`src/rtl/skolem_pkg.sv`:
```
// Shared types, constants and sizing helpers for the bvadd-inverse Skolem sweep stage.
package skolem_pkg;

    typedef enum logic [1:0] {
        IDLE  = 2'd0,
        RUN   = 2'd1,
        DRAIN = 2'd2,
        DONE  = 2'd3
    } sweep_state_e;

    localparam int SWEEP_W = 4;
    localparam int NVEC    = 1 << (2 * SWEEP_W);
    localparam int LAT_MAX = 3;

    // Counter width: 2W+1 bits holds the full vector count 2^(2W) without wrapping.
    function automatic int cnt_w(input int w);
        return 2 * w + 1;
    endfunction

endpackage

```
`src/rtl/skolem_delay_line.sv`:
```
// LAT-deep register pipeline carrying {vld, s, t} alongside the Skolem block latency; LAT=0 is a wire.
module skolem_delay_line #(
    parameter int LAT = 0,
    parameter int DW  = 1
) (
    input  logic          clk,
    input  logic          rst,
    input  logic [DW-1:0] din,
    output logic [DW-1:0] dout
);

    generate
        if (LAT == 0) begin : g_pass
            logic unused_s;
            assign unused_s = clk ^ rst;
            assign dout     = din;
        end else begin : g_pipe
            logic [DW-1:0] pipe_r [LAT];

            // Shift the vector one stage per cycle; reset clears all stages so no stale vld escapes.
            always_ff @(posedge clk) begin
                if (rst) begin
                    for (int i = 0; i < LAT; i++) begin
                        pipe_r[i] <= '0;
                    end
                end else begin
                    pipe_r[0] <= din;
                    for (int i = 1; i < LAT; i++) begin
                        pipe_r[i] <= pipe_r[i-1];
                    end
                end
            end

            assign dout = pipe_r[LAT-1];
        end
    endgenerate

endmodule

```
`src/rtl/skolem_bvadd_sweep.sv`:
```
// Exhaustive (s,t) stimulus plus x+s==t response checker for a W-bit bvadd-inverse Skolem block.
// Build option: SWEEP_STOP_ON_FAIL_EN ends the sweep early after the first registered mismatch.
module skolem_bvadd_sweep
    import skolem_pkg::*;
#(
    parameter int W   = 4,
    parameter int LAT = 0
) (
    input  logic                clk,
    input  logic                rst,
    input  logic                start,
    output logic [W-1:0]        s_out,
    output logic [W-1:0]        t_out,
    output logic                vec_vld,
    input  logic [W-1:0]        x_in,
    output logic                busy,
    output logic                done,
    output logic                pass,
    output logic [cnt_w(W)-1:0] chk_cnt,
    output logic [cnt_w(W)-1:0] fail_cnt,
    output logic                ff_vld,
    output logic [W-1:0]        ff_s,
    output logic [W-1:0]        ff_t,
    output logic [W-1:0]        ff_x
);

    localparam int CW = cnt_w(W);
    localparam int IW = 2 * W;
    localparam logic [IW-1:0] IDX_LAST = {IW{1'b1}};

    sweep_state_e   state_r, state_nxt_s;
    logic [IW-1:0]  idx_r;
    logic [1:0]     drain_cnt_r;
    logic           start_ok_s;
    logic           vec_vld_r, busy_r, done_r, pass_r;
    logic           vld_d_s;
    logic [W-1:0]   s_d_s, t_d_s, sum_s;
    logic           mismatch_s;
    logic           cmp_vld_r, cmp_fail_r;
    logic [W-1:0]   cmp_s_r, cmp_t_r, cmp_x_r;
    logic [CW-1:0]  chk_cnt_r, fail_cnt_r;
    logic           ff_vld_r;
    logic [W-1:0]   ff_s_r, ff_t_r, ff_x_r;

    assign start_ok_s = start && ((state_r == IDLE) || (state_r == DONE));

    // Next-state logic for the sweep controller.
    always_comb begin
        state_nxt_s = state_r;
        case (state_r)
            IDLE: begin
                if (start) state_nxt_s = RUN;
                else       state_nxt_s = IDLE;
            end
            RUN: begin
`ifdef SWEEP_STOP_ON_FAIL_EN
                if ((idx_r == IDX_LAST) || cmp_fail_r) state_nxt_s = DRAIN;
                else                                   state_nxt_s = RUN;
`else
                if (idx_r == IDX_LAST) state_nxt_s = DRAIN;
                else                   state_nxt_s = RUN;
`endif
            end
            DRAIN: begin
                if (drain_cnt_r == 2'(LAT)) state_nxt_s = DONE;
                else                        state_nxt_s = DRAIN;
            end
            DONE: begin
                if (start) state_nxt_s = RUN;
                else       state_nxt_s = DONE;
            end
            default: state_nxt_s = IDLE;
        endcase
    end

    // Controller state, vector index, drain timer and the status outputs derived from them.
    always_ff @(posedge clk) begin
        if (rst) begin
            state_r     <= IDLE;
            idx_r       <= '0;
            drain_cnt_r <= 2'd0;
            vec_vld_r   <= 1'b0;
            busy_r      <= 1'b0;
            done_r      <= 1'b0;
            pass_r      <= 1'b0;
        end else begin
            state_r     <= state_nxt_s;
            if (start_ok_s)            idx_r <= '0;
            else if (state_r == RUN)   idx_r <= idx_r + IW'(1);
            drain_cnt_r <= (state_r == DRAIN) ? drain_cnt_r + 2'd1 : 2'd0;
            vec_vld_r   <= (state_nxt_s == RUN);
            busy_r      <= (state_nxt_s == RUN) || (state_nxt_s == DRAIN);
            // One cycle in DONE lets the last counter update settle before done/pass rise.
            done_r      <= (state_r == DONE) && (state_nxt_s == DONE);
            pass_r      <= (state_r == DONE) && (state_nxt_s == DONE) && (fail_cnt_r == '0);
        end
    end

    assign s_out   = idx_r[W-1:0];
    assign t_out   = idx_r[IW-1:W];
    assign vec_vld = vec_vld_r;
    assign busy    = busy_r;
    assign done    = done_r;
    assign pass    = pass_r;

    skolem_delay_line #(
        .LAT (LAT),
        .DW  (2 * W + 1)
    ) u_delay (
        .clk  (clk),
        .rst  (rst),
        .din  ({vec_vld_r, s_out, t_out}),
        .dout ({vld_d_s, s_d_s, t_d_s})
    );

    assign sum_s      = x_in + s_d_s;
    assign mismatch_s = vld_d_s && (sum_s != t_d_s);

    // Register the compare result together with the vector it judged.
    always_ff @(posedge clk) begin
        if (rst) begin
            cmp_vld_r  <= 1'b0;
            cmp_fail_r <= 1'b0;
            cmp_s_r    <= '0;
            cmp_t_r    <= '0;
            cmp_x_r    <= '0;
        end else begin
            cmp_vld_r  <= vld_d_s;
            cmp_fail_r <= mismatch_s;
            cmp_s_r    <= s_d_s;
            cmp_t_r    <= t_d_s;
            cmp_x_r    <= x_in;
        end
    end

    // Result counters and first-fail record; a fresh sweep clears them.
    always_ff @(posedge clk) begin
        if (rst || start_ok_s) begin
            chk_cnt_r  <= '0;
            fail_cnt_r <= '0;
            ff_vld_r   <= 1'b0;
            ff_s_r     <= '0;
            ff_t_r     <= '0;
            ff_x_r     <= '0;
        end else begin
            if (cmp_vld_r)  chk_cnt_r  <= chk_cnt_r + CW'(1);
            if (cmp_fail_r) fail_cnt_r <= fail_cnt_r + CW'(1);
            if (cmp_fail_r && !ff_vld_r) begin
                ff_vld_r <= 1'b1;
                ff_s_r   <= cmp_s_r;
                ff_t_r   <= cmp_t_r;
                ff_x_r   <= cmp_x_r;
            end
        end
    end

    assign chk_cnt  = chk_cnt_r;
    assign fail_cnt = fail_cnt_r;
    assign ff_vld   = ff_vld_r;
    assign ff_s     = ff_s_r;
    assign ff_t     = ff_t_r;
    assign ff_x     = ff_x_r;

endmodule

```
`config.mk`:
```
export PLATFORM = sky130hd
export DESIGN_NAME = skolem_bvadd_sweep
export DESIGN_NICKNAME = d
export VERILOG_FILES = /design/src/rtl/skolem_pkg.sv /design/src/rtl/skolem_delay_line.sv /design/src/rtl/skolem_bvadd_sweep.sv
export SDC_FILE = /design/constraint.sdc
export NUM_CORES = 1
export LEC_CHECK = 0
export BUFFER_PORTS_ARGS = -buffer_cell sky130_fd_sc_hd__buf_2
export CAP_MARGIN = 20
export CORE_ASPECT_RATIO = 1.75
export CORE_MARGIN = 8
export CORE_UTILIZATION = 55
export DETAILED_ROUTE_END_ITERATION = 16
export GPL_TIMING_DRIVEN = 0
export HOLD_SLACK_MARGIN = 0.06
export PLACE_DENSITY = 0.8
export SLEW_MARGIN = 25
export SYNTH_ARGS = -nofsm -noshare
export SYNTH_HDL_FRONTEND = slang
export SYNTH_SLANG_ARGS = --single-unit
```
`constraint.sdc`:
```
create_clock -name clk -period 3 [get_ports clk]
set_input_delay 0.6 -clock clk [delete_from_list [all_inputs] [get_ports clk]]
set_output_delay 0.6 -clock clk [all_outputs]
set_load 0.01 [all_outputs]
```
==> flow_metrics.tcl, run 1 <==
set metrics [dict create \
    status "finished clean" \
    worstPathMaxFanout 6 \
    yosysWarnings 0 \
    drt_iter0_drc 75 \
    clkSinkCount 61 \
    r2r-start "idx_r[0]" \
    tritoncts "done" \
    grt_pass1_wl_mm 8.54 \
    drt-total-wl_mm 5.34 \
    setup_viol 0 \
    arrival_ps 2120 \
    yosysTopAreaCell "dfxtp_1" \
    p_leak_nw 1.31 \
    slew_viol_final 0 \
    async_reset_ff_frac 0 \
    synth.distinct_cells 39 \
    synth_top_area_frac 0.483 \
    port_buffers 48 \
    antenna_found_initial 0 \
    ir_drop_v 0.000526 \
    ys_seq_elements 61 \
    finalInstanceArea_um2 3020 \
    hpwl_mm 3.95 \
    r2r_slack_ps 1100 \
    fin_nets 352 \
    antenna_left 0 \
    r2r-end "pass" \
    required_ps 3220 \
    hold_viol_final 0 \
    hp-class "reg2reg" \
    n_antenna_cell 0 \
    power.total_mw 1.65 \
    synth_edf_count 0 \
    rows 32 \
    track_usage 0.156 \
    post-route-drc-count 0 \
    synth_area_um2 2530 \
    worstSetupStartpointType "flop" \
    synth_ff_type "dfxtp_1" \
    num_vias 2033 \
    path_clk_slew_ps 70 \
    initial_core_util 0.574 \
    max_slew_margin 0.637 \
    tns_ps 0 \
    gp_congestion 0.803 \
    cp-startpoint "idx_r[0]" \
    cts_buffers 9 \
    core_um2 4400 \
    final.fill_count 390 \
    overflow 0 \
    via_per_inst 5.27 \
    dieArea_um2 7110 \
    wl_per_cell_um 13.8 \
    power_density_nw_per_um2 545 \
    maxCapViolations 0 \
    yosysSeqAreaShare 0.483 \
    drive_gt1_frac 0.227 \
    fmax_ghz 0.528 \
    period_needed_ps 1900 \
    layout_common_cells "61 x dfxtp_1, 53 x buf_2, 35 x nand2_1" \
    critPathKind "reg2reg" \
    drt_first_pass_iters 5 \
    placed_area_um2 2830 \
    area_growth_pct 19.7 \
    rsz0062_at_grt "no" \
    synthTopCellsByArea "dfxtp_1 48%, ha_1 6.9%, nand2_1 5.2%" \
    grt_max_degree 11 \
    syn_avg_cell_area_um2 9.33 \
    clockRootBuffer "clkbuf_8" \
    cts_hold_buf 0 \
    tightest_slew_ps 544 \
    stdcell_count 386 \
    fin_crit_sh 0.632 \
    die_w_um 67.2 \
    place_inst 370 \
    final_common_cell "dfxtp_1" \
    grt_pass1_vias 1957 \
    worst_setup_path_end_kind "flop" \
    reg2reg_depth 7 \
    finClkSkew_ps 8.97 \
    htreeDepth 3 \
    io_pins 50 \
    endpoint "pass" \
    clkLatencyLatePin_ps 330 \
    syn-instance-count 271 \
    postCtsSetupRepairBufs 0 \
    fp.dieH_um 106 \
    cts_resized 0 \
    clk_path_buf_depth 2 \
    syn-num-nets 293 \
]
-- report_power, final --
group | internal, mW | total [mW] | switching, mW
clock network | 0.404 | 0.709 | 0.305
registers | 0.824 | 0.834 | 0.00987
logic | 0.0404 | 0.104 | 0.0637
total | 1.27 | 1.65 | 0.378
-- metrics by stage --
| step | hold slack [ps] | utilization | setup slack, ps |
|---|---|---|---|
| after detailed placement | 413 | 0.643 | 972 |
| after CTS | 421 | 0.687 | 1120 |
| after floorplan | 397 | - | 1180 |
| after global routing | 437 | 0.687 | 963 |
| final | 419 | 0.687 | 1100 |
| after global placement | 406 | 0.643 | 983 |
-- critical path, stage by stage (launching register included) --
cell and delay [ps]:
dfxtp_1 450, ha_1 270, nand3_1 120, o21ai_0 220, a21oi_1 140, ha_1 230, and3_1 200, and3_1 160
-- final cells by class --
class | count | area (um^2) | area share
buffer | 12 | 58.8 | 0.0194
timing repair buffer | 48 | 240 | 0.0794
inverter | 14 | 52.6 | 0.0174
sequential | 61 | 1220 | 0.404
clock inverter | 4 | 47.5 | 0.0157
clock buffer | 12 | 145 | 0.0480
multi-input combinational | 184 | 1190 | 0.395
tap | 51 | 63.8 | 0.0211
-- worst min path at each step --
stage / startpoint / end / slack (ps) / cells after the start
floorplan: drain_cnt_r[0] / drain_cnt_r[0] / 400 / 1
CTS: drain_cnt_r[0] / drain_cnt_r[0] / 420 / 1
finish: drain_cnt_r[0] / drain_cnt_r[0] / 420 / 1
global placement: drain_cnt_r[0] / drain_cnt_r[0] / 410 / 1
detailed placement: drain_cnt_r[0] / drain_cnt_r[0] / 410 / 1
global route: drain_cnt_r[0] / drain_cnt_r[0] / 440 / 1
-- flip-flops by register name, summed over array words and instances (netlist names) --
signal,flops
idx_r,8
ff_x,4
pass,1
fail_cnt,9
cmp_vld_r,1
chk_cnt,9
cmp_x_r,4
vec_vld,1
drain_cnt_r,2
state_r,2
busy,1
done,1
cmp_t_r,4
ff_t,4
ff_s,4
ff_vld,1
cmp_fail_r,1
cmp_s_r,4
-- cell families after synthesis --
kind of cell,count (synthesis),synth area share
mux,3,0.0119
flops,61,0.483
simple gates,106,0.219
fa+ha+maj,15,0.0772
compound gates,44,0.0975
buf+inv,26,0.0441
xor+xnor,16,0.0668
-- layer usage --
layer  wire, um  track usage  part of all wire  vias to the layer above
li1           -            -                 -                     1030
met1       2020        0.146              0.38                      926
met2       2820        0.274              0.53                       63
met3        354       0.0530             0.066                       14
met4        144       0.0962             0.027                        0
met5          0            0                 0                        -
-- cell usage after synthesis, types with 2 or more instances --
master and instances:
or3_1 5, or4_1 2, or3_2 3, nand2b_1 3, a21oi_1 25, mux2i_1 3, xnor2_1 4, nor2b_1 13
buf_2 5, nor2_1 21, inv_1 14, ha_1 14, nand2_1 35, o21ai_0 10, xor2_1 10, and3_1 3
a211oi_1 2, nand3_1 4, o31ai_1 3, buf_4 2, nand4_1 8, clkbuf_1 4, nor3_1 2, dfxtp_1 61
Power figures use the tool's default switching activity.
==> run 2, diff against run 1 <==
--- a/config.mk
+++ b/config.mk
@@ -5,15 +5,16 @@
 export SDC_FILE = /design/constraint.sdc
 export NUM_CORES = 1
 export LEC_CHECK = 0
+export ABC_AREA = 1
 export BUFFER_PORTS_ARGS = -buffer_cell sky130_fd_sc_hd__buf_2
 export CAP_MARGIN = 20
 export CORE_ASPECT_RATIO = 1.75
 export CORE_MARGIN = 8
-export CORE_UTILIZATION = 55
+export CORE_UTILIZATION = 49
 export DETAILED_ROUTE_END_ITERATION = 16
 export GPL_TIMING_DRIVEN = 0
 export HOLD_SLACK_MARGIN = 0.06
-export PLACE_DENSITY = 0.8
+export PLACE_DENSITY = 0.75
 export SLEW_MARGIN = 25
 export SYNTH_ARGS = -nofsm -noshare
 export SYNTH_HDL_FRONTEND = slang
==> constraint.sdc (replaced) <==
create_clock -name clk -period 1.7 [get_ports clk]
set_input_delay 0.34 -clock clk [delete_from_list [all_inputs] [get_ports clk]]
set_output_delay 0.34 -clock clk [all_outputs]
set_load 0.01 [all_outputs]
==> run 2 against run 1 <==
Compared with the run above:
- count of clock-buffer cells in the layout decreased by 1
- wire length up 12%
- global-route usage shrank 0.22 points
- setup slack worse by 1100 ps
- non-clock buffer count increased by 1
- utilization fell by 5.1 points
- clock skew fell by 2.1 ps
- power up 100%
- largest power group is now the clock network
==> flow_metrics.tcl, run 2 <==
set metrics [dict create \
    finalInstanceArea_um2 3370 \
    rsz0062_at_grt "yes" \
    grt_pass1_wl_mm 10.0 \
    setup_viol 0 \
    placed_area_um2 3030 \
    power_frac_seq 0.444 \
    p_sw_mw 0.721 \
    die_w_um 72.0 \
    fin_crit_sh 0.998 \
    path_clk_slew_ps 70 \
    final_common_cell "nand2_1" \
    synth_area_um2 2690 \
    drt_first_pass_iters 4 \
    hold_viol_final 0 \
    yosysMostFrequentCell "nand2_1" \
    multiInputGateArea_um2 1260 \
    swShare 0.218 \
    syn-num-nets 388 \
    worstPathMaxFanout 2 \
    yosysSeqAreaShare 0.454 \
    combPwrFrac 0.062 \
    final.fill_count 476 \
    synth_edf_count 0 \
    yosysTopAreaCell "dfxtp_1" \
    synth_common_cells "98 x nand2_1, 61 x dfxtp_1, 56 x nor2_1" \
    post-route-drc-count 0 \
    synth_ff_type "dfxtp_1" \
    synth-simple-area-share 0.307 \
    port_buffers 48 \
    overflow 0 \
    yosys.area_share.adder 0.0725 \
    clkSinkCount 61 \
    status "finished clean" \
    synth_top_area_frac 0.454 \
    drt_iter0_drc 118 \
    finClkSkew_ps 6.86 \
    power_density_nw_per_um2 981 \
    n_antenna_cell 0 \
    rows 35 \
    drt-total-wl_mm 5.96 \
    syn-instance-count 366 \
    required_ps 1940 \
    critPathKind "reg2reg" \
    fmax_ghz 0.589 \
    area_growth_pct 25.0 \
    syn_avg_cell_area_um2 7.36 \
    synthMuxAreaShare 0 \
    io_pins 50 \
    slew_viol_final 0 \
    min_from "x_in[2]" \
    antenna_found_initial 0 \
    wl_met2_mm 3.18 \
    synth_top_family_by_area "simple AND/OR/NAND/NOR gates" \
    core_um2 5300 \
    ys_seq_elements 61 \
    wirelength_met1_mm 2.31 \
    layout_common_cells "98 x nand2_1, 58 x dfxtp_1, 56 x nor2_1" \
    synthTopCellsByArea "dfxtp_1 45%, nand2_1 14%, nor2_1 7.8%" \
    synth_compound_area_frac 0.0669 \
    power_frac_clock 0.494 \
    via_per_inst 4.75 \
    max_slew_margin 0.715 \
    arrival_ps 1940 \
    tns_ps 0 \
    tightest_slew_ps 428 \
    initial_core_util 0.508 \
    r2r_slack_ps 3 \
    htreeDepth 3 \
    dieArea_um2 8220 \
    maxCapViolations 0 \
    drive_gt1_frac 0.233 \
    intPower_mw 2.58 \
    clockRootBuffer "clkbuf_8" \
    p_leak_nw 1.55 \
    grt_pass1_vias 2332 \
    seq_area_um2 1230 \
    hpwl_mm 4.42 \
    wl_met3_um 269 \
    period_needed_ps 1700 \
    clkLatencyLatePin_ps 330 \
    antenna_left 0 \
    hp-class "in2reg" \
    r2r-start "idx_r[0]" \
    tritoncts "done" \
    worst_setup_path_end_kind "flop" \
    cts_buffers 9 \
    track_usage 0.153 \
    dr.max_layer_used "met4" \
    ir_drop_v 0.000810 \
    wl_per_cell_um 11.7 \
    gp_congestion 0.842 \
    clk_path_buf_depth 2 \
    cp-startpoint "idx_r[0]" \
    yosysWarnings 0 \
    grt_max_degree 12 \
    async_reset_ff_frac 0 \
    worstSetupStartpointType "flop" \
    fin_nets 451 \
    synth.distinct_cells 30 \
    synth-xor-area-share 0.00651 \
    num_vias 2411 \
    power.total_mw 3.30 \
    fp.dieH_um 114 \
]
==> run 2: cell types whose count changed after synthesis, sizes merged, moves of 7 or more <==
| cell | previous run | this run |
|---|---|---|
| inv | 14 | 51 |
| nor2 | 21 | 59 |
| o21ai | 10 | 3 |
| or3 | 8 | 0 |
| nor3 | 2 | 10 |
| nand2 | 35 | 98 |
| nor2b | 13 | 0 |
| xor2 | 10 | 0 |
| nand4 | 10 | 2 |
| nand3 | 4 | 21 |
==> run 2: worst paths after layout <==
check | cells after the start | end
worst min-delay path | 3 | cmp_x_r[2]
worst max register to register | 10 | cmp_fail_r
worst max-delay path | 10 | cmp_fail_r
worst min register to register | 1 | drain_cnt_r[0]
==> run 2: worst max-delay path: stages, from the launching register on <==
cell and delay (ps):
dfxtp_4 370, ha_4 140, inv_2 30, fa_2 520, nor2_1 40, nor2_1 110, nand2_1 60, nor2_1 110
nand3_1 110, nand2_1 80, inv_1 30
==> run 2: metrics by stage <==
step | instances | hold WS (ps) | util | setup slack [ps]
after global placement | 488 | 399 | 0.571 | -150
final | 508 | 242 | 0.635 | 3.00
after floorplan | 366 | 391 | - | 5.36
after global routing | 508 | 247 | 0.635 | -47.9
after detailed placement | 488 | 407 | 0.571 | -169
after CTS | 505 | 219 | 0.625 | 9.56
==> run 2: timing repair <==
action,in CTS,in global routing
pin swaps,1,2
setup endpoints to repair,1,35
resized for setup,6,8
hold buffers,0,0
buffers inserted,1,3
==> run 2: power groups by stage <==
stage / clock, mW / sequential, mW / combinational (mW)
after global routing: 1.73 / 1.47 / 0.231
after global placement: 0 / 1.50 / 0.183
after CTS: 1.66 / 1.47 / 0.196
after floorplan: 0 / 1.50 / 0.130
after detailed placement: 0 / 1.50 / 0.188
final: 1.63 / 1.47 / 0.204
==> run 2: cell families after synthesis <==
kind of cell    count (synthesis)
compound gates                 32
xor+xnor                        2
simple gates                  196
flops                          61
fa+ha+maj                      15
buf+inv                        60
==> run 2: area by class of cell <==
cell class                      count  area share
Clock buffer                       11      0.0450
Clock inverter                      5      0.0316
Timing Repair Buffer               52      0.0803
Inverter                           51      0.0569
Tap cell                           74      0.0275
Multi-Input combinational cell    245       0.375
Buffer                              9      0.0182
Sequential cell                    61       0.365
==> run 2: layer usage <==
layer | vias up | GRT usage
li1 | 1263 | -
met1 | 1085 | 0.149
met2 | 48 | 0.277
met3 | 15 | 0.0395
met4 | 0 | 0.0947
met5 | - | 0
